--- src/rtl/codec_cfg_sequencer.sv ---
// Codec configuration sequencer.
// After reset it writes a fixed 7-entry init table to the audio codec through
// an external I2C master. It then arbitrates runtime register writes from two
// requesters round-robin. Every transaction is followed by an idle gap. NACKed
// transactions are re-issued up to MAX_RETRY times.
//
// Ports
//   clk, rstn            system clock, asynchronous active-low reset
//   req_valid[1:0]       per-requester write request (held until req_ack)
//   req_word0/1[15:0]    {reg[6:0], data[8:0]} for requester 0 / 1
//   req_ack[1:0]         one-cycle completion pulse to the granted requester
//   req_err              qualifies req_ack: 1 = failed after all retries
//   m_start              one-cycle launch pulse to the I2C master
//   m_word[23:0]         {I2C_ADDRESS, reg, data}, stable from m_start to m_done
//   m_busy, m_done,      I2C master status; m_nack qualifies m_done
//   m_nack
//   init_done            power-up table written successfully
//   init_err             sticky: power-up table failed (block is halted)
module codec_cfg_sequencer #(
  parameter logic [7:0] I2C_ADDRESS = 8'h34,
  parameter int         MAX_RETRY   = 3,
  parameter int         GAP_CYCLES  = 192
) (
  input  logic        clk,
  input  logic        rstn,
  input  logic [1:0]  req_valid,
  input  logic [15:0] req_word0,
  input  logic [15:0] req_word1,
  output logic [1:0]  req_ack,
  output logic        req_err,
  output logic        m_start,
  output logic [23:0] m_word,
  input  logic        m_busy,
  input  logic        m_done,
  input  logic        m_nack,
  output logic        init_done,
  output logic        init_err
);

  localparam int RW = (MAX_RETRY > 0) ? $clog2(MAX_RETRY + 1) : 1;
  localparam int GW = (GAP_CYCLES > 1) ? $clog2(GAP_CYCLES) : 1;

  typedef enum logic [2:0] {
    INIT_ISSUE, INIT_WAIT, GAP, ARB, RUN_ISSUE, RUN_WAIT, FAULT
  } state_t;

  state_t          state, state_d;
  logic [2:0]      init_idx, init_idx_d;
  logic [RW-1:0]   retry_cnt, retry_d;
  logic            retry_pend, pend_d;   // GAP exit re-issues the same word
  logic [GW-1:0]   gap_cnt, gap_d;
  logic            rr_ptr, ptr_d;
  logic            grant_id, gid_d;
  logic            gnt;
  logic [23:0]     word_d;
  logic            start_d, err_d, idone_d, ierr_d;
  logic [1:0]      ack_d;

  function automatic logic [15:0] init_word(input logic [2:0] idx);
    case (idx)
      3'd0:    init_word = {7'h0F, 9'h000};
      3'd1:    init_word = {7'h06, 9'h070};
      3'd2:    init_word = {7'h04, 9'h014};
      3'd3:    init_word = {7'h01, 9'h117};
      3'd4:    init_word = {7'h05, 9'h000};
      3'd5:    init_word = {7'h09, 9'h001};
      default: init_word = {7'h06, 9'h060};
    endcase
  endfunction

  always_comb begin
    state_d    = state;
    init_idx_d = init_idx;
    retry_d    = retry_cnt;
    pend_d     = retry_pend;
    gap_d      = gap_cnt;
    ptr_d      = rr_ptr;
    gid_d      = grant_id;
    word_d     = m_word;
    start_d    = 1'b0;
    ack_d      = 2'b00;
    err_d      = 1'b0;
    idone_d    = init_done;
    ierr_d     = init_err;
    gnt        = 1'b0;

    case (state)
      INIT_ISSUE: begin
        if (!m_busy) begin
          start_d = 1'b1;
          word_d  = {I2C_ADDRESS, init_word(init_idx)};
          state_d = INIT_WAIT;
        end
      end

      INIT_WAIT: begin
        // m_nack wins over a simultaneous success indication
        if (m_done) begin
          gap_d = GW'(GAP_CYCLES - 1);
          if (!m_nack) begin
            retry_d = '0;
            pend_d  = 1'b0;
            state_d = GAP;
          end else if (retry_cnt < RW'(MAX_RETRY)) begin
            retry_d = retry_cnt + 1'b1;
            pend_d  = 1'b1;
            state_d = GAP;
          end else begin
            ierr_d  = 1'b1;
            state_d = FAULT;
          end
        end
      end

      GAP: begin
        if (gap_cnt == '0) begin
          if (retry_pend) begin
            pend_d  = 1'b0;
            state_d = init_done ? RUN_ISSUE : INIT_ISSUE;
          end else if (init_done) begin
            state_d = ARB;
          end else if (init_idx == 3'd6) begin
            idone_d = 1'b1;
            state_d = ARB;
          end else begin
            init_idx_d = init_idx + 3'd1;
            state_d    = INIT_ISSUE;
          end
        end else begin
          gap_d = gap_cnt - 1'b1;
        end
      end

      ARB: begin
        if (req_valid != 2'b00) begin
          gnt     = req_valid[rr_ptr] ? rr_ptr : ~rr_ptr;
          gid_d   = gnt;
          ptr_d   = ~gnt;
          word_d  = {I2C_ADDRESS, gnt ? req_word1 : req_word0};
          retry_d = '0;
          pend_d  = 1'b0;
          state_d = RUN_ISSUE;
        end
      end

      RUN_ISSUE: begin
        if (!m_busy) begin
          start_d = 1'b1;
          state_d = RUN_WAIT;
        end
      end

      RUN_WAIT: begin
        if (m_done) begin
          gap_d   = GW'(GAP_CYCLES - 1);
          state_d = GAP;
          if (m_nack && (retry_cnt < RW'(MAX_RETRY))) begin
            retry_d = retry_cnt + 1'b1;
            pend_d  = 1'b1;
          end else begin
            // ack lands in the first GAP cycle
            ack_d   = grant_id ? 2'b10 : 2'b01;
            err_d   = m_nack;
            retry_d = '0;
            pend_d  = 1'b0;
          end
        end
      end

      default: state_d = FAULT;   // FAULT is terminal until reset
    endcase
  end

  always_ff @(posedge clk or negedge rstn) begin
    if (!rstn) begin
      state      <= INIT_ISSUE;
      init_idx   <= 3'd0;
      retry_cnt  <= '0;
      retry_pend <= 1'b0;
      gap_cnt    <= '0;
      rr_ptr     <= 1'b0;
      grant_id   <= 1'b0;
      m_word     <= 24'h0;
      m_start    <= 1'b0;
      req_ack    <= 2'b00;
      req_err    <= 1'b0;
      init_done  <= 1'b0;
      init_err   <= 1'b0;
    end else begin
      state      <= state_d;
      init_idx   <= init_idx_d;
      retry_cnt  <= retry_d;
      retry_pend <= pend_d;
      gap_cnt    <= gap_d;
      rr_ptr     <= ptr_d;
      grant_id   <= gid_d;
      m_word     <= word_d;
      m_start    <= start_d;
      req_ack    <= ack_d;
      req_err    <= err_d;
      init_done  <= idone_d;
      init_err   <= ierr_d;
    end
  end

endmodule

--- config.mk ---
export PLATFORM = sky130hd
export DESIGN_NAME = codec_cfg_sequencer
export DESIGN_NICKNAME = d
export VERILOG_FILES = /design/src/rtl/codec_cfg_sequencer.sv
export SDC_FILE = /design/constraint.sdc
export NUM_CORES = 1
export LEC_CHECK = 0
export ABC_AREA = 0
export CORE_MARGIN = 8
export CORE_UTILIZATION = 34
export CTS_CLUSTER_DIAMETER = 120
export CTS_CLUSTER_SIZE = 28
export DETAILED_ROUTE_END_ITERATION = 8
export SYNTH_ARGS = -nofsm -noshare
export SYNTH_HDL_FRONTEND = slang
export SYNTH_SLANG_ARGS = --single-unit
--- constraint.sdc ---
create_clock -name clk -period 2.64 [get_ports clk]
set_input_delay 0.264 -clock clk [delete_from_list [all_inputs] [get_ports clk]]
set_output_delay 0.264 -clock clk [all_outputs]
set_load 0.02 [all_outputs]
==> results of run 1 <==
## logic make-up (layout without fill, tap and decap cells)
group	count (synthesis)	count (layout)	share of synthesized area (%)
adder cells (fa/ha/maj)	8	8	4.19
XOR/XNOR	3	3	1.10
flip-flops	42	42	44.0
AND/OR/NAND/NOR	81	81	18.3
buffers and inverters	30	82	6.28
other	1	5	0.157
AO/OA/AOI/OAI	74	74	21.3
multiplexers	11	11	4.71
## stage by stage
step / area [µm²] / std cells / hold slack, ps / setup WS [ps]
floorplan: 2400 / 254 / -31.6 / 812
global placement: 3050 / 394 / 448 / 451
detailed placement: 3050 / 394 / 449 / 396
CTS: 3140 / 402 / 141 / 598
global route: 3140 / 402 / 184 / 448
finish: 3140 / 402 / 105 / 606
## metal layers
layer | wire length (µm) | global-route usage, % | part of all wire (%) | vias up
li1 | - | - | - | 1024
met1 | 2840 | 16.7 | 47 | 942
met2 | 2710 | 19.3 | 44 | 61
met3 | 340 | 3.11 | 5.6 | 14
met4 | 205 | 6.75 | 3.4 | 0
met5 | 0 | 0 | 0 | -
## registers in the layout (all words and copies together) (netlist names)
| register | flops |
|---|---|
| retry_cnt | 2 |
| grant_id | 1 |
| req_err | 1 |
| req_ack | 2 |
| retry_pend | 1 |
| init_idx | 3 |
| gap_cnt | 8 |
| rr_ptr | 1 |
| m_word | 17 |
| init_err | 1 |
| m_start | 1 |
| state | 3 |
| init_done | 1 |
## synth_stat cells (3+ instances only)
cell      number  area share (%)
nand3_1        6             1.3
clkbuf_1       9             1.4
o21ai_1        7             1.5
nand2b_1       7             1.8
ha_1           8             4.2
and3_1         7             1.8
o22a_1         4             1.5
a211oi_1      10             3.1
o21ai_0        9             1.9
a21o_1         3            0.94
nor4_1         3            0.79
nor2_1        12             1.9
mux2i_1        9             3.8
inv_1          9             1.4
nor2b_1        4             1.0
buf_4          7             2.2
nor3_1         5             1.0
o31ai_1       10             3.1
a21oi_1       10             2.1
a31oi_1        7             1.8
nand2_1       22             3.5
dfrtp_1       42              44
buf_2          3            0.63
## worst min path at each step
stage	cells past startpoint	end	slack, ps	from
after floorplan	0	gap_cnt[0]	-30	rstn
after global placement	1	req_ack[0]	450	grant_id
after detailed placement	1	req_ack[0]	450	grant_id
after CTS	1	m_word[6]	140	rstn
after global routing	1	m_word[6]	180	rstn
final	1	m_word[6]	110	rstn
## layout make-up
class	instances	area (µm²)	share of cell area, %
Sequential cell	42	1050	33.4
Timing Repair Buffer	65	641	20.4
Clock inverter	2	12.5	0.398
Inverter	9	33.8	1.07
Clock buffer	6	82.6	2.63
Multi-Input combinational cell	182	1200	38.3
Tap cell	96	120	3.82
## power breakdown
part           switching [µW]  total, µW  leakage, µW  internal (µW)
clock                     223        434    0.0000472            210
sequential                175        993     0.000515            817
combinational             589       1090     0.000768            503
total                     987       2520      0.00133           1530
==> flow_summary_export.csv, run 1 <==
group,metric,value,unit
placement,io_buffer_count,63,
sta,fin_skew,7.55,ps
sta,period_share,77.0,%
yosys,syn-cell-area,2390,µm²
critical_path,rr_endpoint,"m_word[10]",
final_layout,drive_gt1_share,4.90,%
critical_path,cp-start-kind,"register",
detailed_routing,drtPass1Iterations,4,
clock_network,cts_tree,"yes",
floorplan,io_pins,69,
critical_path,path_max_fanout,23,
placement,dp_hpwl,4680,µm
floorplan,core,6790,µm²
min_path,hp-class,"input pin to async pin",
grt,grt_overflow,0,
yosys,seq_area_frac_synth,44.0,%
grt,grt_pass1_vias,2034,
floorplan,initial_core_util,35.2,%
floorplan,die_w,99.8,µm
power,leakagePower,0.00133,µW
sta,finalHoldViolCount,0,
sta,setup-tns-final,0,ps
critical_path,crit_arrival,2220,ps
sta,drv_slew,0,
yosys,syn-mean-instance-area,9.56,µm²
yosys,ys.flop_type,"dfrtp_1",
sta,fmax,492,MHz
critical_path,crit_slowest_cell,"dfrtp_1",
final_layout,fillers,653,
sta,slew_headroom,38.5,%
clock_network,htreeDepth,2,
critical_path,endpoint,"m_word[10]",
sta,layout_min_cycle_time,2030,ps
clock_network,path_clk_slew,80,ps
clock_network,clockBufferDepth,2,
clock_network,holdBufCountCts,0,
clock_network,postCtsSetupRepairBufs,0,
detailed_routing,vias,2041,
grt,grt_pass1_wl,10400,µm
final_layout,nets,352,
clock_network,clkLatencyLatePin,300,ps
critical_path,rrSetupSlack,610,ps
sta,rsz0062_at_grt,"no",
sta,worst_pin_slew,922,ps
clock_network,cts-root-buf,"clkbuf_8",
final_layout,diodes,0,
job,maxCapViolCount,0,
placement,place_congestion,0.829,
run_status,status,"complete, no violations",
power,power.density,801,nW/µm²
detailed_routing,ant_nets,0,
floorplan,die_area,9970,µm²
critical_path,reg2reg_from,"state[0]",
final_layout,final_cell_mix,"clkdlybuf4s50_1, dfrtp_1, nand2_1",
floorplan,die_h,99.8,µm
final_layout,area_growth,31.6,%
critical_path,critical-path-top-delay-family,"compound AO/OA/AOI/OAI gates",
floorplan,rows,30,
detailed_routing,drcViolationCount,0,
critical_path,crit_cells,4,
yosys,synth_warnings,0,
detailed_routing,drt_iter0_drc,90,
grt,antenna_found_initial,0,
critical_path,crit_required,2820,ps
grt,grt_max_degree,43,
grt,grtUsageTotal,12.9,%
clock_network,numCtsBuffers,5,
clock_network,ctsResizeCount,0,
critical_path,crit_buf_inv,0,
critical_path,crit_type,"register to register",
critical_path,worstSetupEndpointType,"register",
critical_path,crit_path_start,"state[0]",
sta,setup_viol,0,
yosys,asyncSetResetFlopFracSynth,100,%
critical_path,r2r_cells,4,
power,ir_drop,0.000353,V
clock_network,clock_sinks,42,
critical_path,slowest_delay,530,ps
final_layout,layout_commonest_cell,"clkdlybuf4s50_1",
yosys,netlist_instances,250,
critical_path,cp_cell_sequence,"or3_1 > a21o_1 > a31o_1 > o22a_1",
yosys,synth_edf_count,0,
final_layout,fin_util,46.3,%
detailed_routing,wl,6100,µm
yosys,synth-seq-cells,42,
detailed_routing,avgRoutedWirePerCell,15.2,µm
yosys,synth_cell_type_count,53,
power,power.total,2520,µW
detailed_routing,routed_via_density,5.08,
Note: power is estimated with default switching activity, not from simulation.
==> run 2: changes to the inputs <==
Clock period 2.64 ns to 1.9 ns, I/O delays scaled along.
==> run 2 against run 1 <==
Hold slack improved by 340 ps; global-route usage rose by 0.38 points; cell count rose by 6.0%; die area did not move; non-clock buffer count rose by 24; critical path type unchanged; largest cell class unchanged; largest power group unchanged.
==> flow_summary_export.csv, run 2 (synthesis gave the netlist of run 1 again) <==
group,metric,value,unit
sta,fin_skew,3.88,ps
sta,layout_min_cycle_time,1780,ps
final_layout,multi_input_area,1220,µm²
critical_path,crit_arrival,1960,ps
final_layout,layoutNonFillerInstCount,426,
critical_path,cp_cell_sequence,"inv_1 > ha_1 > or3b_4 > o21a_4 > o41ai_2 > nand2_1",
floorplan,io_pins,69,
placement,io_buffer_count,63,
power,netSwitchingFraction,37.9,%
power,power.density,1120,nW/µm²
detailed_routing,wl,6470,µm
final_layout,diodes,0,
power,power.total,3740,µW
sta,rsz0062_at_grt,"no",
grt,grt_pass1_wl,10800,µm
sta,holdWs,443,ps
critical_path,crit_required,2070,ps
clock_network,cts_tree,"yes",
placement,dp_cells,415,
final_layout,layout_commonest_cell,"clkdlybuf4s50_1",
critical_path,slowest_delay,420,ps
power,ir_drop,0.000397,V
clock_network,htreeDepth,2,
floorplan,core,6790,µm²
detailed_routing,routed-wl-met3,272,µm
floorplan,rows,30,
critical_path,path_max_fanout,9,
sta,setup_viol,0,
clock_network,numCtsBuffers,5,
power,leakagePower,0.00146,µW
sta,slew_headroom,59.2,%
floorplan,die_area,9970,µm²
detailed_routing,drtPass1Iterations,4,
grt,grt_overflow,0,
floorplan,die_w,99.8,µm
detailed_routing,drt-met1-wl,3150,µm
final_layout,fillers,657,
critical_path,crit_type,"register to register",
sta,drv_slew,0,
grt,grt_pass1_vias,2072,
min_path,hp-class,"input pin to async pin",
power,combPwrFrac,48.8,%
sta,worst_pin_slew,612,ps
sta,fmax,561,MHz
clock_network,clockBufferDepth,2,
final_layout,drive_gt1_share,12.1,%
detailed_routing,drcViolationCount,0,
power,p_seq_share,35.4,%
power,switchingPower,1410,µW
sta,setup-tns-final,0,ps
clock_network,clkLatencyLatePin,290,ps
clock_network,path_clk_slew,80,ps
critical_path,crit_slowest_cell,"or3b_4",
clock_network,clock_sinks,42,
floorplan,initial_core_util,35.2,%
sta,finalHoldViolCount,0,
grt,grt_max_degree,27,
power,p_int,2320,µW
critical_path,crit_buf_inv,1,
detailed_routing,avgRoutedWirePerCell,15.2,µm
placement,dp_hpwl,5040,µm
detailed_routing,drt_iter0_drc,87,
clock_network,cts-root-buf,"clkbuf_8",
floorplan,die_h,99.8,µm
final_layout,largest_register,"m_word",
critical_path,critical-path-top-delay-family,"compound AO/OA/AOI/OAI gates",
grt,grtUsageTotal,13.3,%
final_layout,fin_util,49.3,%
detailed_routing,routed_via_density,4.89,
final_layout,nets,376,
final_layout,top_regs,"m_word (17), gap_cnt (8)",
critical_path,worstSetupEndpointType,"register",
job,maxCapViolCount,0,
critical_path,cp-start-kind,"register",
detailed_routing,met2WireLength,2990,µm
detailed_routing,vias,2085,
final_layout,seq_area,1050,µm²
final_layout,largest_reg_flops,17,
sta,period_share,93.8,%
detailed_routing,top_layer,"met4",
final_layout,area_growth,40.2,%
power,clockPowerShare,15.8,%
grt,antenna_found_initial,0,
run_status,status,"complete, no violations",
placement,place_congestion,0.879,
detailed_routing,ant_nets,0,
final_layout,final_cell_mix,"clkdlybuf4s50_1, dfrtp_1, buf_4",
==> run 2: layer usage <==
metal,global-route usage [%],up-vias
met3,2.91,4
met5,0,-
met1,17.8,976
li1,-,1057
met4,3.73,0
met2,20.8,48
==> run 2: power groups by stage <==
stage	combinational [µW]	clock (µW)	sequential (µW)
after global placement	1800	0	1330
final	1820	591	1320
after detailed placement	1810	0	1340
after CTS	1810	615	1320
after floorplan	877	0	1470
after global routing	2000	655	1360
==> run 2: path summary, 6_finish.rpt <==
check | startpoint | to | slack (ps) | cells after the start
setup / recovery | gap_cnt[0] | state[1] | 120 | 6
hold reg to reg | grant_id | req_ack[0] | 450 | 1
max in group asynchronous | rstn | retry_cnt[1] | 870 | 3
min in group clk | grant_id | req_ack[0] | 450 | 1
hold / removal | rstn | m_word[6] | 440 | 2
setup reg to reg | gap_cnt[0] | state[1] | 120 | 6
==> run 2: cell type report <==
type | instances | share of cell area [%]
well taps | 96 | 3.58
clock buffers | 7 | 2.58
multi-input cells | 182 | 36.4
repair buffers | 89 | 24.9
flip-flops and latches | 42 | 31.4
inverters | 9 | 1.01
clock inverters | 1 | 0.149
==> run 2: metrics by stage <==
stage / area [µm²] / setup slack, ps
6_report: 3350 / 118
5_1_grt: 3350 / 9.06
4_1_cts: 3320 / 40.9
3_5_place_dp: 3220 / -0.647
3_3_place_gp: 3220 / 59.0
2_1_floorplan: 2400 / 72.0
==> run 2: repair_timing <==
action	in CTS	in global routing
hold buffers	1	0
gates resized for setup	1	3
setup endpoints to repair	2	8
endpoints found under the hold margin	24	0
buffers inserted	0	2
